==> config.mk <==
export PLATFORM = sky130hd
export DESIGN_NAME = conv_stream_sender
export DESIGN_NICKNAME = d
export VERILOG_FILES = /design/src/rtl/conv_stream_sender.sv
export SDC_FILE = /design/constraint.sdc
export NUM_CORES = 2
export LEC_CHECK = 0
export CORE_AREA = 2 2 319 321
export CTS_BUF_LIST = sky130_fd_sc_hd__clkbuf_4
export DETAILED_ROUTE_END_ITERATION = 10
export DIE_AREA = 0 0 321 323
export PLACE_DENSITY = 0.74
export SYNTH_ARGS = -nofsm -noshare
export SYNTH_HDL_FRONTEND = slang
export SYNTH_SLANG_ARGS = --single-unit
==> constraint.sdc <==
create_clock -name clk -period 4.68 [get_ports clk]
set_input_delay 0.936 -clock clk [delete_from_list [all_inputs] [get_ports clk]]
set_output_delay 0.936 -clock clk [all_outputs]
set_load 0.005 [all_outputs]
==> src/rtl/conv_stream_sender.sv <==
// rtl/conv_stream_sender.sv - host-side IFM/weight streamer and OFM result collector for the conv engine
module conv_stream_sender #(
  parameter int IFM_N = 49,
  parameter int W_N   = 9,
  parameter int OFM_N = 25,
  parameter int DW    = 16,
  parameter int OW    = 36
) (
  input  logic          clk,
  input  logic          rst_n,
  input  logic          wr_en,
  input  logic [5:0]    wr_addr,
  input  logic [DW-1:0] wr_data,
  input  logic          start,
  output logic          busy,
  output logic          in_valid,
  output logic [DW-1:0] In_IFM_1,
  output logic          weight_valid,
  output logic [DW-1:0] In_Weight_1,
  input  logic          ofm_valid,
  input  logic [OW-1:0] ofm_data,
  output logic          done,
  output logic [OW+4:0] ofm_sum,
  output logic [OW-1:0] ofm_max,
  output logic [4:0]    ofm_max_idx
);

  localparam logic [5:0] S_LAST = 6'(IFM_N - 1);
  localparam logic [5:0] W_LIM  = 6'(W_N);
  localparam logic [5:0] A_W0   = 6'(IFM_N);
  localparam logic [5:0] A_END  = 6'(IFM_N + W_N);
  localparam logic [4:0] R_LAST = 5'(OFM_N - 1);
  localparam logic [4:0] R_FULL = 5'(OFM_N);

  typedef enum logic [1:0] {IDLE, SEND, COLLECT, DONE} state_t;

  state_t        state, state_n;
  logic [DW-1:0] ifm_buf [IFM_N];
  logic [DW-1:0] w_buf [W_N];
  logic [5:0]    scnt;
  logic [4:0]    rcnt;
  logic          accept;
  logic          send_go;
  logic [5:0]    send_idx;
  logic          wr_ok;
  logic          send_w;
  logic [3:0]    w_wr_idx;

  assign w_wr_idx = 4'(wr_addr - A_W0);
  assign send_w   = send_go && (send_idx < W_LIM);

  always_ff @(posedge clk or negedge rst_n) begin
    if (!rst_n) state <= IDLE;
    else        state <= state_n;
  end

  // send_go/send_idx describe the word that will be on the stream next cycle
  always_comb begin
    state_n  = state;
    accept   = 1'b0;
    send_go  = 1'b0;
    send_idx = '0;
    wr_ok    = 1'b0;
    case (state)
      IDLE: begin
        if (start) begin
          state_n = SEND;
          send_go = 1'b1;
        end else begin
          wr_ok = wr_en && (wr_addr < A_END);
        end
      end
      SEND: begin
        accept = ofm_valid && (rcnt < R_FULL);
        if (scnt == S_LAST) begin
          state_n = ((rcnt == R_FULL) || (accept && rcnt == R_LAST)) ? DONE : COLLECT;
        end else begin
          send_go  = 1'b1;
          send_idx = scnt + 6'd1;
        end
      end
      COLLECT: begin
        accept = ofm_valid && (rcnt < R_FULL);
        if (accept && rcnt == R_LAST) state_n = DONE;
      end
      DONE:    state_n = IDLE;
      default: state_n = IDLE;
    endcase
  end

  always_ff @(posedge clk or negedge rst_n) begin
    if (!rst_n) begin
      for (int i = 0; i < IFM_N; i++) ifm_buf[i] <= '0;
      for (int i = 0; i < W_N; i++)   w_buf[i]   <= '0;
    end else if (wr_ok) begin
      if (wr_addr < A_W0) ifm_buf[wr_addr]  <= wr_data;
      else                w_buf[w_wr_idx]   <= wr_data;
    end
  end

  always_ff @(posedge clk or negedge rst_n) begin
    if (!rst_n) begin
      busy         <= 1'b0;
      done         <= 1'b0;
      in_valid     <= 1'b0;
      In_IFM_1     <= '0;
      weight_valid <= 1'b0;
      In_Weight_1  <= '0;
      scnt         <= '0;
      rcnt         <= '0;
      ofm_sum      <= '0;
      ofm_max      <= '0;
      ofm_max_idx  <= '0;
    end else begin
      busy         <= (state_n != IDLE);
      done         <= (state_n == DONE);
      in_valid     <= send_go;
      In_IFM_1     <= send_go ? ifm_buf[send_idx] : '0;
      weight_valid <= send_w;
      In_Weight_1  <= send_w ? w_buf[send_idx[3:0]] : '0;
      if (state == IDLE && start) begin
        scnt        <= '0;
        rcnt        <= '0;
        ofm_sum     <= '0;
        ofm_max     <= '0;
        ofm_max_idx <= '0;
      end else begin
        if (state == SEND && scnt != S_LAST) scnt <= scnt + 6'd1;
        if (accept) begin
          ofm_sum <= ofm_sum + {5'b0, ofm_data};
          // strict compare keeps the earliest index on ties
          if (rcnt == 5'd0 || ofm_data > ofm_max) begin
            ofm_max     <= ofm_data;
            ofm_max_idx <= rcnt;
          end
          rcnt <= rcnt + 5'd1;
        end
      end
    end
  end

endmodule

==> metrics.md <==
| Metric | Value |
|---|---|
| Run status | finished, final reports clean |
| Crit path DAT | 4.97 ns |
| Root Buffer | clkbuf_4 |
| Full die area | 104000 um2 |
| Slowest cell on crit path | nor2_2 |
| Pwr/cell area | 520 nW/um2 |
| 1st-pass router iterations | 6 |
| Final setup skew | 0.109 ns |
| Drt wl/cell | 23.1 um |
| MaxCap Viol Count | 0 |
| Final Hold Fails | 0 |
| Top delay family on crit path | compound AO/OA/AOI/OAI gates |
| Fillers | 8326 |
| # Post-CTS Setup Buffers | 0 |
| Min Tclk post-route | 3.96 ns |
| GR Overflow Total | 0 |
| Leak pwr | 27.7 nW |
| Resize count post-CTS | 0 |
| Core area | 101000 um2 |
| Gpl congestion | 0.893 |
| DR vias | 37200 |
| Max Fanout on Critical Path | 19 |
| Worst EP required | 5.69 ns |
| Synth Instances | 4311 |
| Synthesized area per cell | 11.7 um2 |
| Internal reg-to-reg setup slack | 0.72 ns |
| Synth-to-Final Area Change | 13.6% |
| Drc violations | 0 |
| Power Total | 29.9 mW |
| Netlist cell types | 78 |
| Clock Path Buffers | 4 |
| Post-synth net total | 4455 |
| Post-synthesis sequential area ratio | 0.524 |
| # hold bufs at CTS | 1 |
| Initial DRC count | 3249 |
| Critical path startpoint category | flip-flop |
| Slew Limit Fails | 0 |
| CP cell instances | inv_2, ha_1, nand4b_1, o21ai_4, buf_4, nor2_4, nor2_2, a221oi_1, a31oi_1, a22oi_1, a31oi_1 |
| H-tree levels | 5 |
| Final period util | 0.846 |
| Vias in the first global route | 37900 |
| Register area | 26500 um2 |
| Max frequency | 252 MHz |
| Asr flop ratio synth | 1.00 |
| First-pass GRT wire length | 221000 um |
| Initial Util | 0.502 |
| Non-filler cells, final | 6081 |
| CP Class | flip-flop to flip-flop |
| DP HPWL | 88800 um |
| Share of cells above drive strength 1 | 0.339 |
| Worst Hold Class | input port to flip-flop |
| Via-to-Cell Ratio | 6.11 |
| Placed Instances | 5585 |
| Initial antenna violation count | 14 |
| Endpoints failing setup | 0 |
| # IOs | 181 |
| CTS clk-pin slew, worst paths | 0.07 ns |
| Final ANT Viol Nets | 0 |
| Rel. slew slack | 0.181 |
| Max stage delay on crit path | 0.82 ns |
| Die H | 323 um |
| CTS Sinks | 1059 |
| Tightest Pin Transition | 1.23 ns |
| Final wirelength | 141000 um |
| Top_reg_cell synth | dfrtp_1 |
| Unrepaired setup endpoints after global routing | false |
| Flops & latches, synth | 1059 |
| Setup_tns | 0 ns |
| Number of flops mapped to enable cells by yosys | 0 |
| Maximum vdd drop | 0.510 mV |
| Crit. End Element | flip-flop |
| # nets final | 4725 |
| Tot GR Track Use | 0.274 |
| Worst skew pair latency | 1.18 ns |
| Hold Slack | 0.183 ns |
| Ys Warns | 0 |
| Multi-input gate area | 22500 um2 |
| Port Buf Inserts | 180 |
| CTS tree | built |
| Die Width | 321 um |
| Mapped Area | 50600 um2 |
| Largest net degree at the start of global routing | 143 |
| CP dominant cell by count | a31oi_1 |
| Cts bufs inserted | 302 |
| CP bufs+invs | 2 |
| Final setup margin | 0.718 ns |
| FP Rows | 117 |
| Dpl ws | 0.491 ns |
## final cells by class
type / instances / area share
well taps: 1309 / 0.0285
multi-input cells: 2841 / 0.392
clock buffers: 432 / 0.0564
clock inverters: 56 / 0.00492
diodes: 7 / 0.000305
inverters: 55 / 0.00359
flip-flops and latches: 1059 / 0.461
repair buffers: 322 / 0.0530
## worst paths after layout
check                          startpoint        endpoint  cells after the start
max in group asynchronous           rst_n    ifm_buf[484]                      3
min                            wr_data[4]       w_buf[52]                      2
min reg2reg                ofm_max_idx[2]  ofm_max_idx[2]                      1
max                               scnt[0]     In_IFM_1[0]                     11
max reg2reg                       scnt[0]     In_IFM_1[0]                     11
min in group asynchronous           rst_n     ofm_max[15]                      2
## worst register-to-register path, stage by stage (launching register included)
cell and delay (ns):
dfrtp_4 0.51, inv_2 0.07, ha_1 0.14, nand4b_1 0.18
o21ai_4 0.26, buf_4 0.34, nor2_4 0.22, nor2_2 0.82
a221oi_1 0.22, a31oi_1 0.27, a22oi_1 0.27, a31oi_1 0.54
## power by group
part | total (mW) | internal, mW | switching (mW) | leakage, nW
registers | 11.0 | 10.2 | 0.716 | 14.5
clock network | 8.14 | 4.31 | 3.83 | 2.13
logic | 10.8 | 4.06 | 6.72 | 11.0
## synth_stat cells, drive strengths merged, types with 4 or more instances
cell type | number | area share
o21a | 5 | 0.00074
nand2b | 12 | 0.0015
a2111oi | 11 | 0.0019
mux4 | 24 | 0.011
or3 | 21 | 0.0026
a221oi | 63 | 0.011
o211ai | 34 | 0.0053
nand2 | 499 | 0.037
o22ai | 17 | 0.0021
a221o | 4 | 0.00079
or2 | 4 | 0.00049
a22o | 37 | 0.0064
o21ai | 126 | 0.013
a41oi | 5 | 0.0012
inv | 55 | 0.0041
mux2i | 99 | 0.020
a21o | 28 | 0.0042
nor3 | 41 | 0.0041
nor2 | 132 | 0.010
clkbuf | 256 | 0.019
nand4 | 14 | 0.0017
and2 | 9 | 0.0011
o21bai | 8 | 0.0012
a311oi | 33 | 0.0057
and3 | 16 | 0.0020
a211o | 5 | 0.00087
a21oi | 193 | 0.019
a31oi | 61 | 0.0077
buf | 100 | 0.0095
nor2b | 13 | 0.0016
xnor2 | 19 | 0.0033
xor2 | 21 | 0.0038
o221ai | 32 | 0.0055
a211oi | 15 | 0.0023
mux2 | 947 | 0.21
dfrtp | 1059 | 0.52
nand3 | 161 | 0.016
ha | 80 | 0.020
a22oi | 16 | 0.0024
## layer usage
layer | wire length (um) | track usage | share of wire
met5 | 67 | 0 | 0.00048
met3 | 11500 | 0.0691 | 0.082
met1 | 58700 | 0.365 | 0.42
met2 | 65400 | 0.431 | 0.47
met4 | 4930 | 0.109 | 0.035
## per-stage QoR
step                       util  instance area, um2
after CTS                 0.571               57500
after detailed placement  0.535               53900
after floorplan               -               50600
final                     0.571               57500
after global placement    0.535               53900
after global routing      0.571               57500
## cell families after synthesis
| group | count (synthesis) | share of synthesized area |
|---|---|---|
| and+or+nand+nor | 933 | 0.0803 |
| muxes | 1070 | 0.241 |
| buffers and inverters | 411 | 0.0326 |
| DFF | 1059 | 0.524 |
| adders and majority gates | 81 | 0.0202 |
| xor gates and xnor gates | 40 | 0.00707 |
| AOI/OAI and AO/OA | 717 | 0.0953 |
## placed cells by master, fill, tap and decap left out, types with 40 or more instances in the layout
master / n
clkbuf_4: 432
mux2_2: 947
clkdlybuf4s50_1: 163
nand3_1: 161
nor2_1: 128
a21oi_1: 193
a221oi_1: 63
mux2i_1: 99
inv_1: 53
dfrtp_1: 1058
a31oi_1: 60
ha_1: 80
nor3_1: 40
nand2_1: 488
o21ai_0: 119
buf_4: 121
## state kept, by name, indices dropped and copies added, names as in the netlist
register and cells:
state 2, In_Weight_1 16, w_buf 144, ofm_sum 41, scnt 6, weight_valid 1, busy 1, ofm_max 36
ofm_max_idx 5, rcnt 5, In_IFM_1 16, in_valid 1, ifm_buf 784, done 1
Power figures use the tool's default switching activity.
